**config.mk**
```make
export PLATFORM = sky130hd
export DESIGN_NAME = sine_cos_pwm
export DESIGN_NICKNAME = d
export VERILOG_FILES = /design/src/rtl/sine_cos_pwm.sv
export SDC_FILE = /design/constraint.sdc
export NUM_CORES = 1
export LEC_CHECK = 0
export BUFFER_PORTS_ARGS = -buffer_cell sky130_fd_sc_hd__buf_2
export CELL_PAD_IN_SITES_DETAIL_PLACEMENT = 0
export CELL_PAD_IN_SITES_GLOBAL_PLACEMENT = 1
export CORE_MARGIN = 2
export CORE_UTILIZATION = 44
export DETAILED_ROUTE_END_ITERATION = 16
export PLACE_DENSITY_LB_ADDON = 0.1
export SYNTH_ARGS = -nofsm -noshare
export SYNTH_HDL_FRONTEND = slang
export SYNTH_SLANG_ARGS = --single-unit
export TNS_END_PERCENT = 1
```
**constraint.sdc**
```tcl
create_clock -name clk -period 3.1 [get_ports clk]
set_input_delay 0.62 -clock clk [delete_from_list [all_inputs] [get_ports clk]]
set_output_delay 0.62 -clock clk [all_outputs]
set_load 0.02 [all_outputs]
```
**src/rtl/sine_cos_pwm.sv**
```systemverilog
// Converts offset-binary sine/cos samples into complementary PWM pairs with dead time.
// One sample is requested per PWM period through sample_en.
module sine_cos_pwm #(
    parameter int WIDTH    = 8,
    parameter int PRESCALE = 1,
    parameter int DEAD     = 2
) (
    input  logic             clk,
    input  logic             reset,
    input  logic             run,
    input  logic [WIDTH-1:0] sine_in,
    input  logic [WIDTH-1:0] cos_in,
    output logic             sample_en,
    output logic             sin_hi,
    output logic             sin_lo,
    output logic             cos_hi,
    output logic             cos_lo,
    output logic             frame
);

    localparam int PW = (PRESCALE > 1) ? $clog2(PRESCALE) : 1;
    localparam logic [PW-1:0] PRE_LAST = PW'(PRESCALE - 1);
    localparam int DW = (DEAD > 1) ? $clog2(DEAD) : 1;
    localparam logic [DW-1:0] DLOAD = (DEAD > 0) ? DW'(DEAD - 1) : '0;

    typedef enum logic [2:0] {IDLE, LO_ON, DEAD_H, HI_ON, DEAD_L} state_t;

    logic [PW-1:0]    pre_cnt;
    logic [WIDTH-1:0] cnt;
    logic [WIDTH-1:0] duty_s, duty_c;
    logic [WIDTH-1:0] duty_eff_s, duty_eff_c;
    logic             tick, load;
    logic             raw_s, raw_c;
    logic [1:0]       raw_v;
    logic [1:0]       hi_q, lo_q;

    state_t           state   [2];
    state_t           state_n [2];
    logic [DW-1:0]    dcnt    [2];
    logic [DW-1:0]    dcnt_n  [2];

    assign tick       = run & (pre_cnt == PRE_LAST);
    assign load       = run & (cnt == '0) & (pre_cnt == '0);
    assign duty_eff_s = load ? sine_in : duty_s;
    assign duty_eff_c = load ? cos_in  : duty_c;
    assign raw_v      = {raw_c, raw_s};

    always_ff @(posedge clk) begin
        if (reset) begin
            pre_cnt   <= '0;
            cnt       <= '0;
            duty_s    <= '0;
            duty_c    <= '0;
            raw_s     <= 1'b0;
            raw_c     <= 1'b0;
            sample_en <= 1'b0;
            frame     <= 1'b0;
        end else if (!run) begin
            pre_cnt   <= '0;
            cnt       <= '0;
            raw_s     <= 1'b0;
            raw_c     <= 1'b0;
            sample_en <= 1'b0;
            frame     <= 1'b0;
        end else begin
            pre_cnt <= (pre_cnt == PRE_LAST) ? '0 : pre_cnt + 1'b1;
            if (tick) begin
                cnt <= cnt + 1'b1;
            end
            if (load) begin
                duty_s <= sine_in;
                duty_c <= cos_in;
            end
            raw_s     <= (cnt < duty_eff_s);
            raw_c     <= (cnt < duty_eff_c);
            sample_en <= load;
            frame     <= load;
        end
    end

    // dcnt is loaded with DEAD-1 so a side turns on exactly DEAD clocks after the dead state is entered.
    always_comb begin
        for (int unsigned ch = 0; ch < 2; ch++) begin
            state_n[ch] = state[ch];
            dcnt_n[ch]  = dcnt[ch];
            if (!run) begin
                state_n[ch] = IDLE;
                dcnt_n[ch]  = '0;
            end else begin
                case (state[ch])
                    IDLE: begin
                        if (DEAD == 0) begin
                            state_n[ch] = raw_v[ch] ? HI_ON : LO_ON;
                        end else begin
                            state_n[ch] = raw_v[ch] ? DEAD_H : DEAD_L;
                            dcnt_n[ch]  = DLOAD;
                        end
                    end
                    LO_ON: begin
                        if (raw_v[ch]) begin
                            state_n[ch] = (DEAD == 0) ? HI_ON : DEAD_H;
                            dcnt_n[ch]  = DLOAD;
                        end
                    end
                    HI_ON: begin
                        if (!raw_v[ch]) begin
                            state_n[ch] = (DEAD == 0) ? LO_ON : DEAD_L;
                            dcnt_n[ch]  = DLOAD;
                        end
                    end
                    DEAD_H: begin
                        if (!raw_v[ch]) begin
                            state_n[ch] = LO_ON;
                        end else if (dcnt[ch] == '0) begin
                            state_n[ch] = HI_ON;
                        end else begin
                            dcnt_n[ch] = dcnt[ch] - 1'b1;
                        end
                    end
                    DEAD_L: begin
                        if (raw_v[ch]) begin
                            state_n[ch] = HI_ON;
                        end else if (dcnt[ch] == '0) begin
                            state_n[ch] = LO_ON;
                        end else begin
                            dcnt_n[ch] = dcnt[ch] - 1'b1;
                        end
                    end
                    default: begin
                        state_n[ch] = IDLE;
                        dcnt_n[ch]  = '0;
                    end
                endcase
            end
        end
    end

    always_ff @(posedge clk) begin
        for (int unsigned ch = 0; ch < 2; ch++) begin
            if (reset) begin
                state[ch] <= IDLE;
                dcnt[ch]  <= '0;
                hi_q[ch]  <= 1'b0;
                lo_q[ch]  <= 1'b0;
            end else begin
                state[ch] <= state_n[ch];
                dcnt[ch]  <= dcnt_n[ch];
                hi_q[ch]  <= (state_n[ch] == HI_ON);
                lo_q[ch]  <= (state_n[ch] == LO_ON);
            end
        end
    end

    assign sin_hi = hi_q[0];
    assign sin_lo = lo_q[0];
    assign cos_hi = hi_q[1];
    assign cos_lo = lo_q[1];

endmodule
```
==> run metrics <==
status=completed; Final nets=around 290; Site Rows=24; Root Buffer=clkbuf_8; category of the most critical setup path=reg2reg; Compound-Gate Fraction of Synth Area=a little over an eighth; pre-CTS setup slack=roughly 180 ps; adder-cell share of the synthesized area=9.644%; XOR/XNOR Fraction of Synth Area=approximately 3.4%; leading area contributor after synthesis=dfxtp_1; routed len/inst=around 13 um; Worst-Margin Slew=between 500 and 600 ps; Netlist cell types=40; Inst Count DP=between 200 and 300; first-pass GRT wire length=~7000 um; setup TNS=0 ps; CP arrival=slightly below 3000 ps; fin util=between 50 and 60%; RSZ-0062 raised after global routing=false; Post-Syn Area per Cell=9.226 um^2; Worst path max stage delay=about 560 ps; CTS sink cnt=40; share of cells above drive strength 1=between 10% and 20%; Most used DFF post-synth=dfxtp_1; top routing layer used=met4; post-cts sizing count=0; EDFF count, synth=0; H-tree depth=2; CP endpoint kind=register; die width=72.69 um; Die Y=between 70 and 80 um; Async S/R FF share, synth=0%; Slowest cell on crit path=a2111oi_0; aggregate global routing overflow=0; initial core utilization=a little under half; Crit Path Max Fanout=10; Post-CTS Setup Inserts=0; I/O Pins=25; vias in the first global route=1466; fillers=around 430; crit path cell chain=nor4_4, nand3_2, buf_4, mux2i_2, ha_1, and2_1, a2111oi_0, o21ai_0, o21ai_0; most instantiated cells after synthesis=40 x dfxtp_1, 33 x nor2_1, 18 x a21oi_1; Max Slew Vio Count=0; post-synthesis sequential area ratio=approximately two fifths; hpwl dp=approximately 2900 um; worst skew pair latency=290 ps; synth warn=0; Leakage=1.061 nW; Core Region=4444 um^2; Setup Viol. Count Final=0; Worst Skew=between 6 and 7 ps; Routed Antenna Nets=0; Max Cap Viol=0; PwrDens=~450 nW/um^2; final hold violation count=0; Yosys top cell area share=38.58%; relative slew slack=61.68%; Yosys reg bits=40; hold crit path type=reg2reg; most used cell, CP=o21ai_0; routed vias=approximately 1600; met2 wire len=about 1900 um; I/O Buffers=24; min Tclk post-route=2717 ps; Post-Synth Simple-Gate Area=between 20% and 30%; Crit path required time=approximately 3300 ps; fmax=~370 MHz; die footprint=between 5000 and 6000 um^2; Placer Congestion=~0.8; top-count cell post-synth=dfxtp_1; number of antenna diodes=0; # hold bufs at CTS=0; first-pass detailed-route iteration total=4; cell depth of the worst setup path=9; syn_nets=260; CTS tree=yes; final WL=between 3000 and 4000 um; cts bufs inserted=5; Worst R2R Path Depth=9; Worst VDD drop=224.7 uV; mapped cell area=2076 um^2; cell count after synthesis=around 230; hold slack=between 400 and 500 ps; routed wl met3=roughly 120 um; nature of the critical path startpoint=register; Finished Layout Cells=305; worst path buffer plus inverter count=1; synth top area cells=dfxtp_1 39%, ha_1 9.6%, nor2_1 6.0%; DR DRC count=0; clk buf depth=2; largest net degree at the start of global routing=20; Area Overhead vs Synth=11.45%; hold-critical path depth=2; initial antenna violation count=0; CP delay by family, top=compound AO/OA/AOI/OAI gates; post-synthesis mux area share=9.464%; DRT met1 WL=1927 um; vias per inst=between 5 and 6; Final WS setup=between 300 and 400 ps; combinational family with the most area after synthesis=simple AND/OR/NAND/NOR gates; Reg clk slew, reported paths=70 ps; DRT iter0 DRCs=68; global-route usage over all layers=about 17%; Tcrit/Tclk final=~88%
## layout by cell type, fill, tap and decap left out, drive strengths merged, types with 2 or more instances in the layout
cell     count
dfxtp       40
nor2        33
buf         30
a21oi       18
mux2i       17
ha          16
o21ai       12
nand2b      11
nand2       11
xor2         6
nor3         6
clkbuf       6
inv          5
nor2b        5
and2         5
a21o         4
nand3        4
a2bb2oi      2
and4b        2
nand4        2
xnor2        2
a311oi       2
a2111oi      2
o21bai       2
## area by class of cell
type / count / area [um^2] / area share, %
clock buffers: 6 / 72.57 / 3.137
clock inverters: 1 / 5.005 / 0.2163
inverters: 5 / 18.77 / 0.8112
multi-input cells: 171 / 1186 / 51.27
flip-flops and latches: 40 / 800.8 / 34.61
well taps: 52 / 65.06 / 2.812
repair buffers: 30 / 165.2 / 7.139
## final timing paths
kind | start | end | slack, ps
max | cnt[3]$_SDFFE_PP0P_ | raw_c$_SDFF_PP0_ | 380
min | duty_c[0]$_SDFFE_PP0P_ | duty_c[0]$_SDFFE_PP0P_ | 500
max reg2reg | cnt[3]$_SDFFE_PP0P_ | raw_c$_SDFF_PP0_ | 380
min reg2reg | duty_c[0]$_SDFFE_PP0P_ | duty_c[0]$_SDFFE_PP0P_ | 500
## routing by layer
metal	track usage, %	vias up
met1	22.31	713
met3	4.558	2
met4	4.938	0
met5	0	-
li1	-	831
met2	26.87	24
## worst reg2reg max path, delay by kind of cell (launching register included)
| kind | cells | cell delay (ps) |
|---|---|---|
| muxes | 1 | 220 |
| buffers and inverters | 1 | 230 |
| adders and majority gates | 1 | 250 |
| and+or+nand+nor | 3 | 710 |
| DFF | 1 | 420 |
| AOI/OAI and AO/OA | 3 | 820 |
## power by group
group / total [mW] / internal [mW] / switching, mW
Sequential: 0.559 / 0.538 / 0.0218
Clock: 0.325 / 0.153 / 0.172
Combinational: 0.148 / 0.0699 / 0.0778
Total: 1.03 / 0.761 / 0.271
## sequential cells by signal (all words and copies together) (netlist names)
| register | cells |
|---|---|
| duty_s | 8 |
| hi_q | 2 |
| dcnt | 2 |
| duty_c | 8 |
| state | 6 |
| lo_q | 2 |
| frame | 1 |
| raw_s | 1 |
| raw_c | 1 |
| cnt | 8 |
| pre_cnt | 1 |
## cells by family (layout without fill, tap and decap cells)
logic type,Yosys count,in the layout
AND/OR/NAND/NOR,84,84
AO/OA/AOI/OAI,45,45
flip-flops,40,40
multiplexers,17,17
adder cells (fa/ha/maj),16,16
buffers and inverters,14,42
XOR/XNOR,8,8
other,1,1
## metrics by stage
| stage | total power [mW] | cell area, um^2 |
|---|---|---|
| global placement | 0.7209 | 2236 |
| global route | 1.093 | 2313 |
| detailed placement | 0.7209 | 2236 |
| floorplan | 0.6808 | 2076 |
| finish | 1.032 | 2313 |
| CTS | 1.050 | 2313 |
Note: power is estimated with default switching activity, not from simulation.
